[config.mk]
export PLATFORM = sky130hd
export DESIGN_NAME = rr_sel_arb4
export DESIGN_NICKNAME = d
export VERILOG_FILES = /design/src/rtl/rr_sel_arb4_pkg.sv /design/src/rtl/rr_sel_arb4_pick.sv /design/src/rtl/rr_sel_arb4.sv
export SDC_FILE = /design/constraint.sdc
export NUM_CORES = 1
export LEC_CHECK = 0
export CAP_MARGIN = 20
export CORE_ASPECT_RATIO = 1.2
export CORE_MARGIN = 2
export CORE_UTILIZATION = 40
export DETAILED_ROUTE_END_ITERATION = 12
export PLACE_DENSITY_LB_ADDON = 0.05
export SETUP_SLACK_MARGIN = 0.3
export SLEW_MARGIN = 20
export SYNTH_ARGS = -nofsm -noshare
export SYNTH_HDL_FRONTEND = slang
export SYNTH_HIERARCHICAL = 1
export SYNTH_SLANG_ARGS = --single-unit
[constraint.sdc]
create_clock -name clk -period 1.8 [get_ports clk]
set_input_delay 0.18 -clock clk [delete_from_list [all_inputs] [get_ports clk]]
set_output_delay 0.18 -clock clk [all_outputs]
set_load 0.05 [all_outputs]
[src/rtl/rr_sel_arb4_pkg.sv]
// Shared types and constants for the 4-channel round-robin mux-select arbiter.
// The FSM state enum, channel count and select width live here.
package rr_sel_arb4_pkg;

  localparam int NUM_CH = 4;
  localparam int SEL_W  = 2;

  typedef enum logic {
    IDLE  = 1'b0,
    GRANT = 1'b1
  } state_e;

  function automatic logic [NUM_CH-1:0] onehot(input logic [SEL_W-1:0] idx);
    logic [NUM_CH-1:0] r;
    r      = '0;
    r[idx] = 1'b1;
    return r;
  endfunction

endpackage

[src/rtl/rr_sel_arb4_pick.sv]
// Round-robin picker: first set request scanning upward from ptr, modulo 4.
// Purely combinational; the arbiter registers the result on entry to GRANT.
module rr_pick4
  import rr_sel_arb4_pkg::*;
(
  input  logic [NUM_CH-1:0] req,
  input  logic [SEL_W-1:0]  ptr,
  output logic [SEL_W-1:0]  pick,
  output logic              any
);

  always_comb begin
    logic [SEL_W-1:0] idx;
    pick = '0;
    idx  = '0;
    any  = |req;
    // Walk from farthest to nearest so the channel closest to ptr wins last.
    for (int k = NUM_CH - 1; k >= 0; k--) begin
      idx = ptr + SEL_W'(k);
      if (req[idx]) pick = idx;
    end
  end

endmodule

[src/rtl/rr_sel_arb4.sv]
// Two-state round-robin arbiter driving a 4:1 mux select, with a bounded hold
// time per grant and a mandatory idle cycle between grants.
module rr_sel_arb4
  import rr_sel_arb4_pkg::*;
#(
  parameter int MAX_HOLD = 8
) (
  input  logic              clk,
  input  logic              rst,
  input  logic [NUM_CH-1:0] req,
  input  logic              done,
  output logic [SEL_W-1:0]  sel,
  output logic [NUM_CH-1:0] gnt,
  output logic              gnt_valid,
  output logic              timeout
);

  localparam int CNT_W = (MAX_HOLD > 1) ? $clog2(MAX_HOLD) : 1;
  localparam logic [CNT_W-1:0] HOLD_LAST = CNT_W'(MAX_HOLD - 1);

  if (MAX_HOLD < 2 || MAX_HOLD > 255) begin : g_bad_param
    $error("rr_sel_arb4: MAX_HOLD out of range 2..255");
  end

  state_e            state_q;
  logic [SEL_W-1:0]  ptr_q, ptr_d;
  logic [SEL_W-1:0]  sel_q;
  logic [CNT_W-1:0]  hold_q, hold_d;
  logic [NUM_CH-1:0] gnt_q;
  logic              gnt_valid_q;
  logic              timeout_q;

  logic [SEL_W-1:0]  pick;
  logic              pick_any;
  logic              owner_req, rel_max, release_w, timeout_w;

  rr_pick4 u_pick (
    .req  (req),
    .ptr  (ptr_q),
    .pick (pick),
    .any  (pick_any)
  );

  // sel_q doubles as the owner index while in GRANT.
  assign owner_req = req[sel_q];
  assign rel_max   = (hold_q == HOLD_LAST);
  assign release_w = done | ~owner_req | rel_max;
  assign timeout_w = rel_max & ~done & owner_req;
  assign ptr_d     = sel_q + SEL_W'(1);
  assign hold_d    = hold_q + CNT_W'(1);

  always_ff @(posedge clk) begin
    if (rst) begin
      state_q     <= IDLE;
      ptr_q       <= '0;
      hold_q      <= '0;
      sel_q       <= '0;
      gnt_q       <= '0;
      gnt_valid_q <= 1'b0;
      timeout_q   <= 1'b0;
    end else begin
      case (state_q)
        IDLE: begin
          timeout_q <= 1'b0;
          hold_q    <= '0;
          if (pick_any) begin
            state_q     <= GRANT;
            sel_q       <= pick;
            gnt_q       <= onehot(pick);
            gnt_valid_q <= 1'b1;
          end else begin
            gnt_q       <= '0;
            gnt_valid_q <= 1'b0;
          end
        end
        GRANT: begin
          if (release_w) begin
            state_q     <= IDLE;
            gnt_q       <= '0;
            gnt_valid_q <= 1'b0;
            ptr_q       <= ptr_d;
            hold_q      <= '0;
            timeout_q   <= timeout_w;
          end else begin
            hold_q    <= hold_d;
            timeout_q <= 1'b0;
          end
        end
        default: begin
          state_q     <= IDLE;
          gnt_q       <= '0;
          gnt_valid_q <= 1'b0;
          timeout_q   <= 1'b0;
        end
      endcase
    end
  end

  assign sel       = sel_q;
  assign gnt       = gnt_q;
  assign gnt_valid = gnt_valid_q;
  assign timeout   = timeout_q;

endmodule

==> metrics.md, run 1 <==
| Metric | Value |
|---|---|
| Clk pwr share | `between 20 and 30%` |
| Syn_nets | `76` |
| HPWL after detailed placement | `just over 1 mm` |
| Initial DRC count | `11` |
| Io pins | `15` |
| Cell internal pwr | `0.561 mW` |
| Crit start category | `flop` |
| Hold WC Path Type | `reg2reg` |
| Status | `complete, no violations` |
| Reg area | `roughly 290 µm²` |
| Core Region | `approximately 0.0016 mm²` |
| LEAKAGE | `0.445 nW` |
| CP arrival | `between 1500 and 2000 ps` |
| Crit Path Class | `reg2reg` |
| Vias per Instance | `5.22` |
| RSZ-0062 raised after global routing | `true` |
| Rows | `16` |
| # port buffers | `14` |
| Starting density of the core | `42.0%` |
| PD cells | `795 mW/mm²` |
| Crit. End Element | `flop` |
| VDD IR-drop max | `606 µV` |
| Area delta synth->final | `51.3%` |
| Max Used Layer | `met4` |
| Setup_tns | `0 ps` |
| Worst path required time | `between 2000 and 2500 ps` |
| Power, Total | `0.818 mW` |
| Vias | `between 500 and 600` |
| Die Span X | `between 40 and 50 µm` |
| Detail Route Antenna Nets | `0` |
| M1 wire length | `648 µm` |
| Crit share post-route | `88.4%` |
| Clock Pin Slew Worst Setup and Hold Paths | `90 ps` |
| Routed wl met3 | `71 µm` |
| Most frequent cells in the layout | `10 x nor2_1, 10 x dfxtp_1, 8 x buf_4, 7 x dlygate4sd2_1, 6 x clkdlybuf4s50_1` |
| Fin crit period | `1590 ps` |
| #FFs+latches synth | `14` |
| First-pass GRT wire length | `2.47 mm` |
| WL met2 | `around 760 µm` |
| Vias in the first global route | `572` |
| Skew-Pair Late Insertion Delay | `280 ps` |
| Reg power frac | `between 40 and 50%` |
| Critical path cell sequence | `ha_4 -> ha_4 -> nor3b_4 -> a22o_4 -> nor3b_4 -> buf_6 -> and2b_2` |
| Setup violators final | `0` |
| Multi-input logic area | `462 µm²` |
| Antenna diodes | `0` |
| Relative slew margins | `67.6%` |
| Post-synthesis cell type count | `29` |
| Clock Skews | `6.84 ps` |
| Largest net degree at the start of global routing | `11` |
| Synth Area per Inst | `10.2 µm²` |
| Num Clock Sinks | `14` |
| Seq/Total Area, Yosys | `between 40% and 50%` |
| Wire length per cell | `13.4 µm` |
| CP peak stage delay | `340 ps` |
| R2r setup slk | `210 ps` |
| Layout fillers | `139` |
| Max-slew violations | `0` |
| Slew @ Worst Pin | `roughly 490 ps` |
| First drt pass iteration count | `4` |
| Comb pwr share | `28.6%` |
| CTS tree | `built` |
| Remaining Overflow, GRT | `0` |
| Switching Power | `0.257 mW` |
| Drt total wl | `1.50 mm` |
| Die height | `slightly below 50 µm` |
| Gr usage total | `between 15 and 20%` |
| CP max-delay cell | `dfxtp_2` |
| Final Hold Viols | `0` |
| Switch share | `31.5%` |
| TritonCTS Buffers | `3` |
| Total die area | `0.00205 mm²` |
| Post-Synthesis Cells | `67` |
| Top achievable clock speed | `629 MHz` |
| Longest Clk Path Bufs | `2` |
| Root buf cell | `clkbuf_4` |
| Layout cell share with drive strength beyond 1 | `37.2%` |
| Initial antenna violation count | `0` |
| CTS H-tree depth | `1` |
| YS warnings | `6` |
| CP max FO | `3` |
| DRC | `0` |
| Final Wtd Congestion | `slightly above 0.7` |
| Mapped cell area | `681 µm²` |
| Nets | `104` |
| Max cap viols | `0` |
-- cell type report --
type / instances / area share, %
Clock buffer: 4 / 3.52
Inverter: 2 / 0.729
Multi-Input combinational cell: 50 / 44.8
Sequential cell: 14 / 27.9
Tap cell: 18 / 2.19
Timing Repair Buffer: 24 / 20.8
-- sequential cells by signal, summed over array words and instances (netlist names) --
signal / flops
state_q: 1
gnt: 4
timeout: 1
gnt_valid: 1
sel: 2
hold_q: 3
ptr_q: 2
-- layer usage --
layer / vias to the layer above / global-route usage (%)
met5: - / 0
met4: 0 / 6.45
met3: 2 / 3.33
met1: 275 / 17.6
li1: 296 / -
met2: 12 / 27.9
-- stage by stage --
step                setup slack (ps)  hold WS (ps)  util [%]  instances  cell area, µm²
floorplan                        265           363         -         67             732
global placement                59.1           447      55.8        100             905
detailed placement              45.9           451      55.8        100             905
CTS                              215           469      61.2        110             992
global route                     117           495      63.5        112            1030
finish                           209           467      63.5        112            1030
-- critical path, delay by kind of cell, from the launching register on --
family / cells / cell delay, ps
buffers and inverters: 1 / 140
DFF: 1 / 340
AOI/OAI and AO/OA: 1 / 160
and+or+nand+nor: 3 / 560
adders and majority gates: 2 / 330
-- path summary, 6_finish.rpt --
path	from	endpoint	cells past startpoint
worst max register to register	hold_q[0]	hold_q[0]	7
worst max-delay path	hold_q[0]	hold_q[0]	7
worst min register to register	gnt[3]	gnt[3]	1
worst min-delay path	gnt[3]	gnt[3]	1
-- cells in the mapped netlist, drive strengths merged --
library cell	n	area share [%]
nor3	2	1.5
inv	2	1.1
ha	2	3.7
nor2	10	5.5
nor4	1	0.92
nor4b	1	1.3
a21o	1	1.3
nand2b	4	3.7
a21oi	2	1.5
nor3b	3	5.7
dfxtp	14	41
mux2	2	3.9
o211a	1	1.5
a22o	1	1.5
mux2i	3	4.4
nand3	1	0.73
o2bb2ai	2	2.6
and2b	1	1.3
and2	2	2.2
nand2	4	2.2
a32o	1	1.5
xnor2	1	1.3
a221oi	1	3.9
a211oi	4	5.1
clkbuf	1	0.73
-- cells by family after synthesis --
logic type	share of synthesized area (%)
AOI/OAI and AO/OA	18.8
and+or+nand+nor	25.0
xor gates and xnor gates	1.29
DFF	41.2
muxes	8.27
adders and majority gates	3.68
buffers and inverters	1.84
-- power groups by stage --
stage / logic, mW / registers (mW) / clock network, mW
final: 0.234 / 0.354 / 0.230
after CTS: 0.218 / 0.354 / 0.237
after floorplan: 0.103 / 0.403 / 0
after detailed placement: 0.209 / 0.363 / 0
after global placement: 0.208 / 0.363 / 0
after global routing: 0.248 / 0.358 / 0.247
-- what timing repair did --
item / CTS / global route
cloned: 0 / 0
hold buffers: 0 / 0
endpoints found under the setup margin: 17 / 11
setup buffers: 6 / 2
gates resized for setup: 12 / 5
pin swaps: 7 / 4
Power figures use the tool's default switching activity.
==> run 2: changes to the inputs <==
CORE_MARGIN = 10   (was 2)
CTS_CLUSTER_DIAMETER = 50   (was default)
DONT_BUFFER_PORTS = 1   (was default)
==> metrics.md, run 2 (synthesis gave the netlist of run 1 again) <==
| Metric | Value |
|---|---|
| Status | `complete, no violations` |
| Crit. End Element | `flop` |
| Io pins | `15 (unchanged)` |
| Top achievable clock speed | `636 MHz (+1.2%)` |
| CTS H-tree depth | `1 (unchanged)` |
| Largest register FFs | `4 (unchanged)` |
| Core Region | `0.00162 mm² (unchanged)` |
| Pre-CTS worst setup slack | `154 ps (+108 ps)` |
| First-pass GRT wire length | `2.35 mm (-4.8%)` |
| Most frequent cells in the layout | `10 x nor2_1, 10 x dfxtp_1, 4 x nand2b_1, 4 x nand2_1, 4 x buf_4` |
| Fin crit period | `1570 ps (-18.1 ps)` |
| Longest Clk Path Bufs | `2 (unchanged)` |
| HPWL after detailed placement | `1.06 mm (+3.5%)` |
| Crit Path Class | `reg2reg` |
| Worst path required time | `2030 ps (about the same)` |
| Layout fillers | `149 (+7.2%)` |
| Slew @ Worst Pin | `512 ps (+23.6 ps)` |
| Detail Route Antenna Nets | `0 (unchanged)` |
| Final Wtd Congestion | `0.662 (-6.7%)` |
| Final core occ | `51.4% (-12 points)` |
| CP arrival | `1800 ps (-20 ps)` |
| Drt total wl | `1.44 mm (-4.2%)` |
| Num Clock Sinks | `14 (unchanged)` |
| Dpl cell area | `764 µm² (-15%)` |
| Initial antenna violation count | `0 (unchanged)` |
| Final Cell Area | `833 µm² (-19%)` |
| Crit share post-route | `87.4% (-1.0 points)` |
| Vias in the first global route | `513 (-10%)` |
| Area delta synth->final | `22.4%` |
| Starting density of the core | `42.0% (unchanged)` |
| Rows | `16 (unchanged)` |
| Setup WS post-layout | `227 ps (+18.1 ps)` |
| Power, Total | `0.719 mW (-12%)` |
| Multi-input logic area | `449 µm² (-2.7%)` |
| Antenna diodes | `0 (unchanged)` |
| Final Non-Filler Cells | `93 (-17%)` |
| Nets | `85 (-18%)` |
| Vias per Instance | `5.61 (+7.5%)` |
| Max cap viols | `0 (unchanged)` |
| TritonCTS Buffers | `3 (unchanged)` |
| First drt pass iteration count | `4 (unchanged)` |
| Gr usage total | `7.71% (-7.9 points)` |
| Reg area | `288 µm² (unchanged)` |
| LEAKAGE | `0.323 nW (-27%)` |
| Final Hold Viols | `0 (unchanged)` |
| DRC | `0 (unchanged)` |
| Die Span X | `57.7 µm (+38%)` |
| Crit start category | `flop` |
| Setup_tns | `0 ps (unchanged)` |
| Clock Skews | `3.53 ps (-3.31 ps)` |
| RSZ-0062 raised after global routing | `true` |
| Initial DRC count | `10 (-1)` |
| Skew-Pair Late Insertion Delay | `280 ps (about the same)` |
| Fin Hold WS | `88.3 ps (-379 ps)` |
| Max-slew violations | `0 (unchanged)` |
| Largest net degree at the start of global routing | `9 (-2)` |
| CP max FO | `7 (+4)` |
| CTS tree | `built` |
| PD cells | `863 mW/mm² (+8.6%)` |
| Layout cell share with drive strength beyond 1 | `34.7% (-2.6 points)` |
| Die height | `65.2 µm (+33%)` |
| VDD IR-drop max | `593 µV (-2.0%)` |
| Hold WC Path Type | `in2reg` |
| Root buf cell | `clkbuf_4` |
| Setup violators final | `0 (unchanged)` |
| Clock Pin Slew Worst Setup and Hold Paths | `80 ps (about the same)` |
| Post-Place Cells | `86 (-14%)` |
| # port buffers | `0 (-14)` |
| Remaining Overflow, GRT | `0 (unchanged)` |
| Total die area | `0.00376 mm² (+83%)` |
| Relative slew margins | `65.9% (-1.7 points)` |
| Vias | `522 (-11%)` |
| Wire length per cell | `15.4 µm (+15%)` |
==> run 2: cell count changes in the layout (fill, tap and decap cells not counted), sizes merged <==
| cell | before | now |
|---|---|---|
| clkdlybuf4s15 | 1 | 0 |
| dlygate4sd2 | 7 | 0 |
| buf | 10 | 4 |
| clkdlybuf4s50 | 6 | 0 |
| dlygate4sd3 | 0 | 1 |
==> run 2: worst max-delay path, stage by stage, from the launching register on <==
cell and delay (ps):
dfxtp_2 340, ha_4 160, ha_4 170, nor3b_4 190, a22o_4 160, nor3b_4 310, and2_4 200
==> run 2: repair_timing <==
item	4_1_cts	5_1_grt
pin swaps	7	7
endpoints found under the setup margin	7	9
endpoints found under the hold margin	6	0
gates resized for setup	2	2
setup buffers	1	1
hold buffers	1	0
==> run 2: path summary, 6_finish.rpt <==
| check | cells past startpoint | end | slack [ps] | from |
|---|---|---|---|---|
| setup / recovery | 6 | hold_q[2] | 230 | hold_q[0] |
| hold / removal | 2 | timeout | 90 | done |
| setup reg to reg | 6 | hold_q[2] | 230 | hold_q[0] |
| hold reg to reg | 2 | state_q | 510 | state_q |
==> run 2: per-layer routing <==
| metal | vias to the layer above | share of wire (%) | GRT usage [%] |
|---|---|---|---|
| met5 | - | 0 | 0 |
| met4 | 0 | 0 | 4.41 |
| met3 | 0 | 11 | 4.62 |
| met2 | 11 | 49 | 11.7 |
| met1 | 249 | 39 | 8.03 |
| li1 | 262 | - | - |
==> run 2: cell type report <==
class                           instances  area share [%]
Tap cell                               18            2.70
Sequential cell                        14            34.5
Timing Repair Buffer                    5            4.80
Clock buffer                            4            3.15
Multi-Input combinational cell         50            53.9
Inverter                                2           0.901
==> run 2: power by group <==
group          switching [mW]  internal, mW
Sequential             0.0519         0.332
Combinational          0.0814        0.0698
Clock                  0.0984        0.0859
==> run 3: changes to the inputs <==
CAP_MARGIN = 0   (was 20)
HOLD_SLACK_MARGIN = 0.15   (was default)
SETUP_SLACK_MARGIN = default   (was 0.3)
==> metrics.md, run 3 (synthesis gave the netlist of run 1 again) <==
| Metric | Value |
|---|---|
| CTS H-tree depth | `1 (unchanged)` |
| LEAKAGE | `0.329 nW (+1.9%)` |
| Final Non-Filler Cells | `95 (+2.2%)` |
| Vias | `510 (-2.3%)` |
| Crit Path Class | `reg2reg` |
| Max cap viols | `0 (unchanged)` |
| Nets | `87 (+2.4%)` |
| Layout cell share with drive strength beyond 1 | `28.6% (-6.1 points)` |
| Most frequent CP cell | `nor3b_4` |
| CP max FO | `7 (unchanged)` |
| Num Clock Sinks | `14 (unchanged)` |
| Die Span X | `57.7 µm (unchanged)` |
| Clock Pin Slew Worst Setup and Hold Paths | `90 ps (about the same)` |
| Setup_tns | `0 ps (unchanged)` |
| First-pass GRT wire length | `2.30 mm (-2.3%)` |
| Family with the most delay on the worst path | `simple AND/OR/NAND/NOR gates` |
| Rows | `16 (unchanged)` |
| HPWL after detailed placement | `1.08 mm (+1.7%)` |
| Most frequent cells in the layout | `13 x dfxtp_1, 10 x nor2_1, 4 x nand2b_1, 4 x nand2_1, 4 x buf_4` |
| Initial antenna violation count | `0 (unchanged)` |
| Setup violators final | `0 (unchanged)` |
| Total die area | `0.00376 mm² (unchanged)` |
| Core Region | `0.00162 mm² (unchanged)` |
| PD cells | `932 mW/mm² (+8.0%)` |
| Slew @ Worst Pin | `510 ps (-1.30 ps)` |
| Fin crit period | `1700 ps (+124 ps)` |
| Detail Route Antenna Nets | `0 (unchanged)` |
| Crit path buffers/inverters | `0 (unchanged)` |
| CP arrival | `1930 ps (+130 ps)` |
| Max-slew violations | `0 (unchanged)` |
| Worst path required time | `2030 ps (about the same)` |
| Root buf cell | `clkbuf_4` |
| DRC | `0 (unchanged)` |
| Dpl cell area | `729 µm² (-4.6%)` |
| Crit. End Element | `flop` |
| Crit start category | `flop` |
| TritonCTS Buffers | `3 (unchanged)` |
| Wire length per cell | `15.1 µm (-2.0%)` |
| Number of post-CTS setup repair buffers | `0 (-1)` |
| Vias per Instance | `5.37 (-4.4%)` |
| Status | `complete, no violations` |
| Commonest non-fill, non-tap cell in the layout | `dfxtp_1` |
| First drt pass iteration count | `2 (-2)` |
| Area delta synth->final | `19.1%` |
| Antenna diodes | `0 (unchanged)` |
| Die height | `65.2 µm (unchanged)` |
| Remaining Overflow, GRT | `0 (unchanged)` |
| Initial DRC count | `8 (-2)` |
| CP max-delay cell | `dfxtp_1` |
| Gr usage total | `7.78% (+0.068 points)` |
| Io pins | `15 (unchanged)` |
| Hold WC Path Type | `in2reg` |
| Final Hold Viols | `0 (unchanged)` |
| # port buffers | `0 (unchanged)` |
| Vias in the first global route | `514 (+0.19%)` |
| Largest register FFs | `4 (unchanged)` |
| CP peak stage delay | `320 ps (-20 ps)` |
| VDD IR-drop max | `415 µV (-30%)` |
| Final Wtd Congestion | `0.728 (+10%)` |
| Top achievable clock speed | `589 MHz (-7.3%)` |
| Final Cell Area | `811 µm² (-2.7%)` |
| Crit share post-route | `94.3% (+6.9 points)` |
| RSZ-0062 raised after global routing | `false` |
| Largest net degree at the start of global routing | `11 (+2)` |
| CTS tree | `built` |
| Skew-Pair Late Insertion Delay | `280 ps (about the same)` |
| Post-Place Cells | `88 (+2.3%)` |
| Critical path cell sequence | `ha_1 -> ha_2 -> nor3b_4 -> a22o_2 -> nor3b_4 -> and2b_2` |
| Longest Clk Path Bufs | `2 (unchanged)` |
| Drt total wl | `1.44 mm (about the same)` |
| Clock Skews | `5.40 ps (+1.87 ps)` |
| Starting density of the core | `42.0% (unchanged)` |
| Relative slew margins | `65.9% (+0.087 points)` |
-- run 3: cell type report --
cell class	count	area, µm²
Inverter	2	7.51
Timing Repair Buffer	7	60.1
Tap cell	18	22.5
Clock buffer	4	36.3
Fill cell	152	811
Sequential cell	14	282
Multi-Input combinational cell	50	403
-- run 3: worst min-delay path: stages --
cell     delay, ps
nor2_1          30
nand2_1         70
nor2_1          50
nor3_1         120
-- run 3: worst paths after layout --
| path | from | end | slack, ps | depth (start not counted) |
|---|---|---|---|---|
| worst max-delay path | hold_q[0] | hold_q[0] | 100 | 6 |
| worst min-delay path | req[2] | state_q | 210 | 4 |
| worst max register to register | hold_q[0] | hold_q[0] | 100 | 6 |
| worst min register to register | gnt_valid | gnt_valid | 490 | 2 |
-- run 3: stage by stage --
step	util (%)	setup WS (ps)	hold slack, ps	power (mW)
2_1_floorplan	-	92.7	363	0.496
3_3_place_gp	45.0	57.9	249	0.525
3_5_place_dp	45.0	38.2	249	0.527
4_1_cts	49.1	13.5	208	0.766
5_1_grt	50.0	9.90	223	0.791
6_report	50.0	103	208	0.756
-- run 3: where the power goes --
group | leakage (nW) | internal (mW) | switching, mW
combinational | 0.193 | 0.0677 | 0.0863
sequential | 0.115 | 0.331 | 0.0438
clock | 0.0210 | 0.123 | 0.104
total | 0.329 | 0.522 | 0.234
-- run 3: layer usage --
layer	vias to the layer above	share of wire [%]	GRT usage [%]
met1	232	44	7.79
li1	262	-	-
met3	4	9.7	3.85
met4	0	1.5	5.29
met5	-	0	0
met2	12	45	12.4
-- run 3: what timing repair did --
| item | in CTS | in global routing |
|---|---|---|
| resized for setup | 0 | 4 |
| endpoints found under the setup margin | 0 | 7 |
| hold buffers | 3 | 0 |
| endpoints found under the hold margin | 10 | 0 |
